===== src/rtl/resp_toggle_mon.sv =====
// Per-bit saturating toggle counters against the previously accepted vector.
// A bit is flagged unstable once its counter saturates at CNT_MAX.
module resp_toggle_mon #(
   parameter int WIDTH   = 6,
   parameter int CNT_MAX = 5
) (
   input  logic             clk,
   input  logic             rst,
   input  logic             clear,
   input  logic             load,
   input  logic             en,
   input  logic [WIDTH-1:0] data,
   output logic [WIDTH-1:0] unstable
);

   localparam int CW = $clog2(CNT_MAX + 1);

   logic [WIDTH-1:0] prev;
   logic [CW-1:0]    cnt [WIDTH];

   always_ff @(posedge clk) begin
      if (rst || clear) begin
         prev <= '0;
         for (int i = 0; i < WIDTH; i++) cnt[i] <= '0;
      end else begin
         if (load || en) prev <= data;
         if (en) begin
            for (int i = 0; i < WIDTH; i++) begin
               if ((data[i] != prev[i]) && (cnt[i] != CW'(CNT_MAX)))
                  cnt[i] <= cnt[i] + 1'b1;
            end
         end
      end
   end

   // Saturated counters never decrement, so the flag is sticky until clear.
   always_comb begin
      unstable = '0;
      for (int i = 0; i < WIDTH; i++) unstable[i] = (cnt[i] == CW'(CNT_MAX));
   end

endmodule


===== config.mk =====
export PLATFORM = sky130hd
export DESIGN_NAME = resp_toggle_mon
export DESIGN_NICKNAME = d
export VERILOG_FILES = /design/src/rtl/resp_toggle_mon.sv
export SDC_FILE = /design/constraint.sdc
export NUM_CORES = 1
export LEC_CHECK = 0
export CORE_MARGIN = 4
export CORE_UTILIZATION = 58
export DETAILED_ROUTE_END_ITERATION = 10
export PLACE_DENSITY = 0.83
export SYNTH_ARGS = -nofsm -noshare
export SYNTH_HDL_FRONTEND = slang
export SYNTH_SLANG_ARGS = --single-unit

===== constraint.sdc =====
create_clock -name clk -period 3.1 [get_ports clk]
set_input_delay 0.62 -clock clk [delete_from_list [all_inputs] [get_ports clk]]
set_output_delay 0.62 -clock clk [all_outputs]
set_load 0.02 [all_outputs]

==> flow_metrics.tcl, run 1 <==
set metrics [dict create \
    status "completed" \
    slew_headroom_pct 59.21 \
    final.setup_skew_ps 8.868 \
    netlist-cell-type-count 17 \
    area_delta_synth_final_pct 14.45 \
    dp_cells 150 \
    drive_gt1_share_pct 8.730 \
    ys_ff_latch 24 \
    vdd.ir_drop.worst_v 0.0003733 \
    worst_setup_path_start_kind "flip-flop" \
    global_route_wire_length_before_repair_um 4043 \
    tns_ps 0 \
    synth.yosys.warnings 0 \
    remaining_drc_errors 0 \
    drt-wirelength-per-cell_um 15.15 \
    synth_top_cell_by_area "edfxtp_1" \
    share_of_the_synthesized_area_in_the_top_cell_type_pct 40.79 \
    grt_antenna_before_repair 0 \
    critPathArrivalTime_ps 1800 \
    power_density_nw_per_um2 447.9 \
    cts_hold_buffers 0 \
    synth.area.top_cells "edfxtp_1 (41%), ha_1 (11%), dfxtp_1 (9.1%), nor4_1 (8.5%), xnor2_1 (7.9%)" \
    post_synth_instance_area_um2 1325 \
    regArea_um2 660.6 \
    die_h_um 55.80 \
    finalWirelength_um 2333 \
    worst_hold_path_type "flip-flop to flip-flop" \
    route.detailed.vias_per_inst 5.851 \
    die_area_um2 3113 \
    finalSetupViolCount 0 \
    layout.cells.non_filler 154 \
    global_route.usage.total_pct 16.41 \
    detail_route.iter0.violations 23 \
    total_via_count_in_the_routed_design 901 \
    die_x_um 55.80 \
    number_of_routed_nets_with_antenna_violations 0 \
    power_leakage_nw 0.5482 \
    layout.nets 150 \
    cp.buffers_inverters 2 \
    synth.net_count 140 \
    detailed_place_hpwl_um 1759 \
    cts_buffers 3 \
    gpl_wtd_cong 0.7157 \
    tritoncts "done" \
    grt_pass1_vias 894 \
    critical_path.slowest_cell "clkdlybuf4s50_1" \
    core-area_um2 2191 \
    crit_path_cell_trace "inv_1 -> ha_1 -> and2_1 -> clkdlybuf4s50_1" \
    insertedDiodeCount 0 \
    std_cell_rows 17 \
    insertion_delay_ps 310 \
    n_fill_cell 159 \
    ys_seq_area_share_pct 49.86 \
    fin_util_pct 69.22 \
    finalHoldViolCount 0 \
    synth-simple-area-share_pct 16.71 \
    post_cts_resize_count 0 \
    required_ps 2480 \
    drt_pre_antenna_iters 4 \
    post_synth_xor_area_fraction_pct 7.932 \
    criticalPathCategory "flip-flop to output pin" \
    worst_path_largest_cell_delay_ps 640 \
    netlist_top_cells_count "edfxtp_1 (18), nor4_1 (18), ha_1 (12), xnor2_1 (12), clkbuf_1 (8)" \
    critPathTopFamily "buffers and inverters" \
    cap_viol_max_count 0 \
    cts_root_buffer "clkbuf_4" \
    synth_edf_count 18 \
    clock-sinks 24 \
    grt_remaining_overflow 0 \
    muxShareOfSynthArea_pct 0 \
    synth_fa_ha_area_share_pct 11.33 \
    io_buffers 16 \
    ctsHtreeMaxLevel 1 \
    largest_net_degree_at_the_start_of_global_routing 19 \
    multiInputGateArea_um2 581.8 \
    ctsLongestPathBuffers 2 \
    unrepaired_setup_endpoints_after_global_routing "no" \
    worst_setup_hold_path_clk_slew_ps 130 \
    finalCritPeriodShare_pct 78.12 \
    synth_compound_area_share_pct 7.932 \
    layout_min_cycle_time_ps 2422 \
    maxSlewViolCount 0 \
    largest_family_of_logic_cells_by_synthesized_area "simple AND/OR/NAND/NOR gates" \
    synthesis.instances 117 \
    boundaryPins 17 \
    crit_path_max_fanout 5 \
    endpoint_kind "output pin" \
    floorplan.initialDensity_pct 60.48 \
    ys_dominant_reg_cell "edfxtp_1" \
    postCtsSetupBuffers 0 \
    worst_slew_pin_slew_ps 611.8 \
    async_reset_ff_share_pct 0 \
    fmax_mhz 413.0 \
    final.hold.worst_slack_ps 598.1 \
    syn_avg_cell_area_um2 11.32 \
]
==> power by group <==
part | total, mW | internal [mW] | switching (mW) | leakage [nW]
registers | 0.377 | 0.364 | 0.0124 | 0.254
logic | 0.0800 | 0.0362 | 0.0437 | 0.267
clock network | 0.223 | 0.131 | 0.0919 | 0.0279
total | 0.679 | 0.531 | 0.148 | 0.548
==> registers in the layout, summed over array words and instances (netlist names) <==
name,cells
cnt,18
prev,6
==> final timing paths <==
kind,start,end,slack [ps],cells after the start
worst max register to register,cnt[4][0],cnt[4][0],1420,3
worst max-delay path,cnt[1][1],unstable[1],680,4
worst min-delay path,prev[1],prev[1],600,2
worst min register to register,prev[1],prev[1],600,2
==> logic make-up after synthesis <==
kind of cell,count (synthesis)
buffers and inverters,18
adder cells (fa/ha/maj),12
XOR/XNOR,12
AO/OA/AOI/OAI,18
AND/OR/NAND/NOR,33
flip-flops,24
==> worst reg2reg max path: cells and delay by family, from the launching register on <==
family                   cells  cell delay (ps)
adder cells (fa/ha/maj)      1              220
AO/OA/AOI/OAI                1              460
AND/OR/NAND/NOR              1              210
flip-flops                   1              450
==> cell type report <==
| type | instances | area share, % |
|---|---|---|
| Clock buffer | 3 | 1.485 |
| Clock inverter | 1 | 1.980 |
| Inverter | 7 | 1.733 |
| Multi-Input combinational cell | 75 | 38.37 |
| Sequential cell | 24 | 43.56 |
| Tap cell | 28 | 2.310 |
| Timing Repair Buffer | 16 | 10.56 |
==> placed cells by master, fill, tap and decap left out <==
master | Yosys | layout
nor4_1 | 18 | 18
edfxtp_1 | 18 | 18
clkdlybuf4s50_1 | 0 | 16
xnor2_1 | 12 | 12
ha_1 | 12 | 12
inv_1 | 7 | 7
and2_1 | 6 | 6
o31ai_1 | 6 | 6
or3b_2 | 6 | 6
o21ai_0 | 6 | 6
a21oi_1 | 6 | 6
dfxtp_1 | 6 | 6
clkbuf_4 | 0 | 3
nor2_1 | 1 | 1
or3b_1 | 1 | 1
or2_2 | 1 | 1
bufinv_16 | 0 | 1
==> routing by layer <==
layer	share of wire (%)	track usage, %
met4	0.60	5.208
met2	53	29.22
met5	0	0
met1	43	20.00
met3	2.9	2.784
==> through the flow <==
| step | power, mW | area (µm²) | setup WS (ps) |
|---|---|---|---|
| after floorplan | 0.4328 | 1325 | 1402 |
| after global placement | 0.4566 | 1464 | 718.4 |
| after detailed placement | 0.4638 | 1464 | 579.3 |
| after CTS | 0.6835 | 1516 | 669.5 |
| after global routing | 0.7179 | 1516 | 543.1 |
| final | 0.6792 | 1516 | 678.4 |
No activity file was read; power rests on OpenSTA's default activity.
==> run 2: changes to the inputs <==
Settings changed: CORE_UTILIZATION 58 to 49, PLACE_DENSITY 0.83 to 0.75.
Clock period 3.1 ns to 2.2 ns, I/O delays scaled along.
==> run 2 against run 1 <==
  * Register-to-register slack worse by 910 ps
  * Flip-flop and latch count unchanged
  * Critical path depth fell by 1
  * Critical path type unchanged
  * Clock power shrank 15%
  * Largest power group unchanged
  * Sequential share of layout area up 0.47 points
  * Via count fell by 1.9%
  * Clock skew fell by 4.6 ps
  * Cell area decreased by 1.1%
  * Setup slack got worse by 430 ps
  * Wire length shrank 7.3%
  * Sequential power rose by 41%
  * Highest routed layer unchanged
  * Combinational power up 37%
  * Largest cell class unchanged
==> flow_metrics.tcl, run 2 (synthesis gave the netlist of run 1 again) <==
set metrics [dict create \
    grt.busiest_layer "met2" \
    crit_path_max_fanout 5 \
    r2r_depth 3 \
    ctsLongestPathBuffers 2 \
    clock-sinks 24 \
    globalRouteMet1Util_pct 15.50 \
    pwr-share-clk_pct 22.7 \
    std_cell_rows 18 \
    endpoint_kind "output pin" \
    reg2reg_from "cnt[5][0]" \
    placement.setup.worst_slack_ps 235.8 \
    layout_min_cycle_time_ps 1955 \
    total_via_count_in_the_routed_design 884 \
    grt_remaining_overflow 0 \
    fmax_mhz 511.4 \
    global_route_wire_length_before_repair_um 3684 \
    worst_slew_pin_slew_ps 512.4 \
    reg_top3 "cnt x18, prev x6" \
    insertedDiodeCount 0 \
    sw_share_pct 23.99 \
    finalSetupViolCount 0 \
    remaining_drc_errors 0 \
    hp-start "prev[2]" \
    layout.cells.non_filler 158 \
    final.setup_skew_ps 4.231 \
    critPathArrivalTime_ps 1520 \
    setup.reg_to_reg.worst_slack_ps 510 \
    largest_net_degree_at_the_start_of_global_routing 19 \
    global_route.usage.total_pct 13.97 \
    maxSlewViolCount 0 \
    drt-wirelength-per-cell_um 13.68 \
    cts_buffers 3 \
    status "completed" \
    cap_viol_max_count 0 \
    p_int_uw 630.3 \
    ctsHtreeMaxLevel 1 \
    detail_route.iter0.violations 12 \
    power_leakage_nw 0.5728 \
    dpl_cell_area_um2 1481 \
    die_x_um 60 \
    die_area_um2 3600 \
    grt_antenna_before_repair 0 \
    finalCritPeriodShare_pct 88.88 \
    floorplan.initialDensity_pct 52.53 \
    dp_cells 154 \
    grt_pass1_vias 854 \
    insertion_delay_ps 310 \
    die_h_um 60 \
    criticalPathCategory "flip-flop to output pin" \
    finalHoldViolCount 0 \
    gpl_wtd_cong 0.7328 \
    tns_ps 0 \
    slew_headroom_pct 65.55 \
    largest_register_ff_count 18 \
    required_ps 1760 \
    min_to "prev[2]" \
    finalInstanceArea_um2 1500 \
    pwr-share-comb_pct 13.3 \
    drive_gt1_share_pct 9.375 \
    area_delta_synth_final_pct 13.22 \
    met3_usage_pct 3.240 \
    unrepaired_setup_endpoints_after_global_routing "no" \
    worst_setup_hold_path_clk_slew_ps 120 \
    n_fill_cell 217 \
    boundaryPins 17 \
    io_buffers 16 \
    most_frequent_cells_in_the_layout "nor4_1 (18), edfxtp_1 (18), xnor2_1 (12), ha_1 (12), clkdlybuf4s50_1 (10)" \
    layout.nets 152 \
    drt_pre_antenna_iters 4 \
    detailed_place_hpwl_um 1690 \
    route.detailed.vias_per_inst 5.595 \
    tritoncts "done" \
    crit-reg2reg-capture "cnt[5][0]" \
    pwr-share-seq_pct 63.9 \
    power_density_nw_per_um2 552.8 \
    vdd.ir_drop.worst_v 0.0003536 \
    number_of_routed_nets_with_antenna_violations 0 \
    worst_setup_path_start_kind "flip-flop" \
    min_delay_path_depth 2 \
    netSwitchingPower_uw 198.9 \
    finalWirelength_um 2162 \
    global_route.usage.met2_pct 23.92 \
    cts_root_buffer "clkbuf_4" \
    core-area_um2 2522 \
    max_flop_register "cnt" \
    worst_slack_ps 244.7 \
    worst_hold_path_type "flip-flop to flip-flop" \
]
## run 2: cell count changes in the layout (fill, tap and decap cells not counted)
cell,delta
buf_4,+2
bufinv_16,-1
clkdlybuf4s50_1,-6
clkinv_1,+1
dlygate4sd2_1,+6
## run 2: metrics by stage
step / util [%] / hold slack [ps] / power (mW)
4_1_cts: 59.47 / 602.1 / 0.8385
5_1_grt: 59.47 / 619.5 / 0.8719
6_report: 59.47 / 598.4 / 0.8292
3_3_place_gp: 58.73 / 573.3 / 0.6455
2_1_floorplan: - / 566.4 / 0.6098
3_5_place_dp: 58.73 / 583.0 / 0.6535
## run 2: worst max path at each step
stage          startpoint          end  slack, ps  depth (start not counted)
2_1_floorplan   cnt[0][0]    cnt[0][0]        500                          4
3_3_place_gp           en    cnt[4][1]        330                          3
3_5_place_dp           en    cnt[3][2]        240                          4
4_1_cts         cnt[0][0]  unstable[0]        220                          3
5_1_grt         cnt[0][0]  unstable[0]        130                          3
6_report        cnt[0][0]  unstable[0]        240                          3
## run 2: layout make-up
| type | instances | area [µm²] | share of cell area [%] |
|---|---|---|---|
| sequential | 24 | 660.6 | 44.04 |
| multi-input combinational | 75 | 581.8 | 38.78 |
| tap | 30 | 37.54 | 2.502 |
| inverter | 7 | 26.28 | 1.751 |
| clock buffer | 3 | 22.52 | 1.501 |
| timing repair buffer | 18 | 167.7 | 11.18 |
| clock inverter | 1 | 3.754 | 0.2502 |
## run 2: worst max-delay path, stage by stage (launching register included)
cell	delay, ps
edfxtp_1	450
ha_1	220
and2_1	200
dlygate4sd2_1	330
## run 2: repair_timing
item	CTS	global route
hold buffers	0	0
buffers inserted	0	0
resized for setup	6	0
endpoints found under the setup margin	6	0
## run 2: routing by layer
layer	part of all wire [%]	vias to the layer above
met1	42	404
met2	51	18
met3	5.0	5
met4	2.4	0
met5	0	-
li1	-	457
## run 2: power groups by stage
stage	clock network [mW]	logic, mW	registers (mW)
after floorplan	0	0.0736	0.536
after global placement	0	0.107	0.538
after detailed placement	0	0.112	0.542
after CTS	0.197	0.111	0.531
after global routing	0.212	0.126	0.534
final	0.189	0.110	0.530
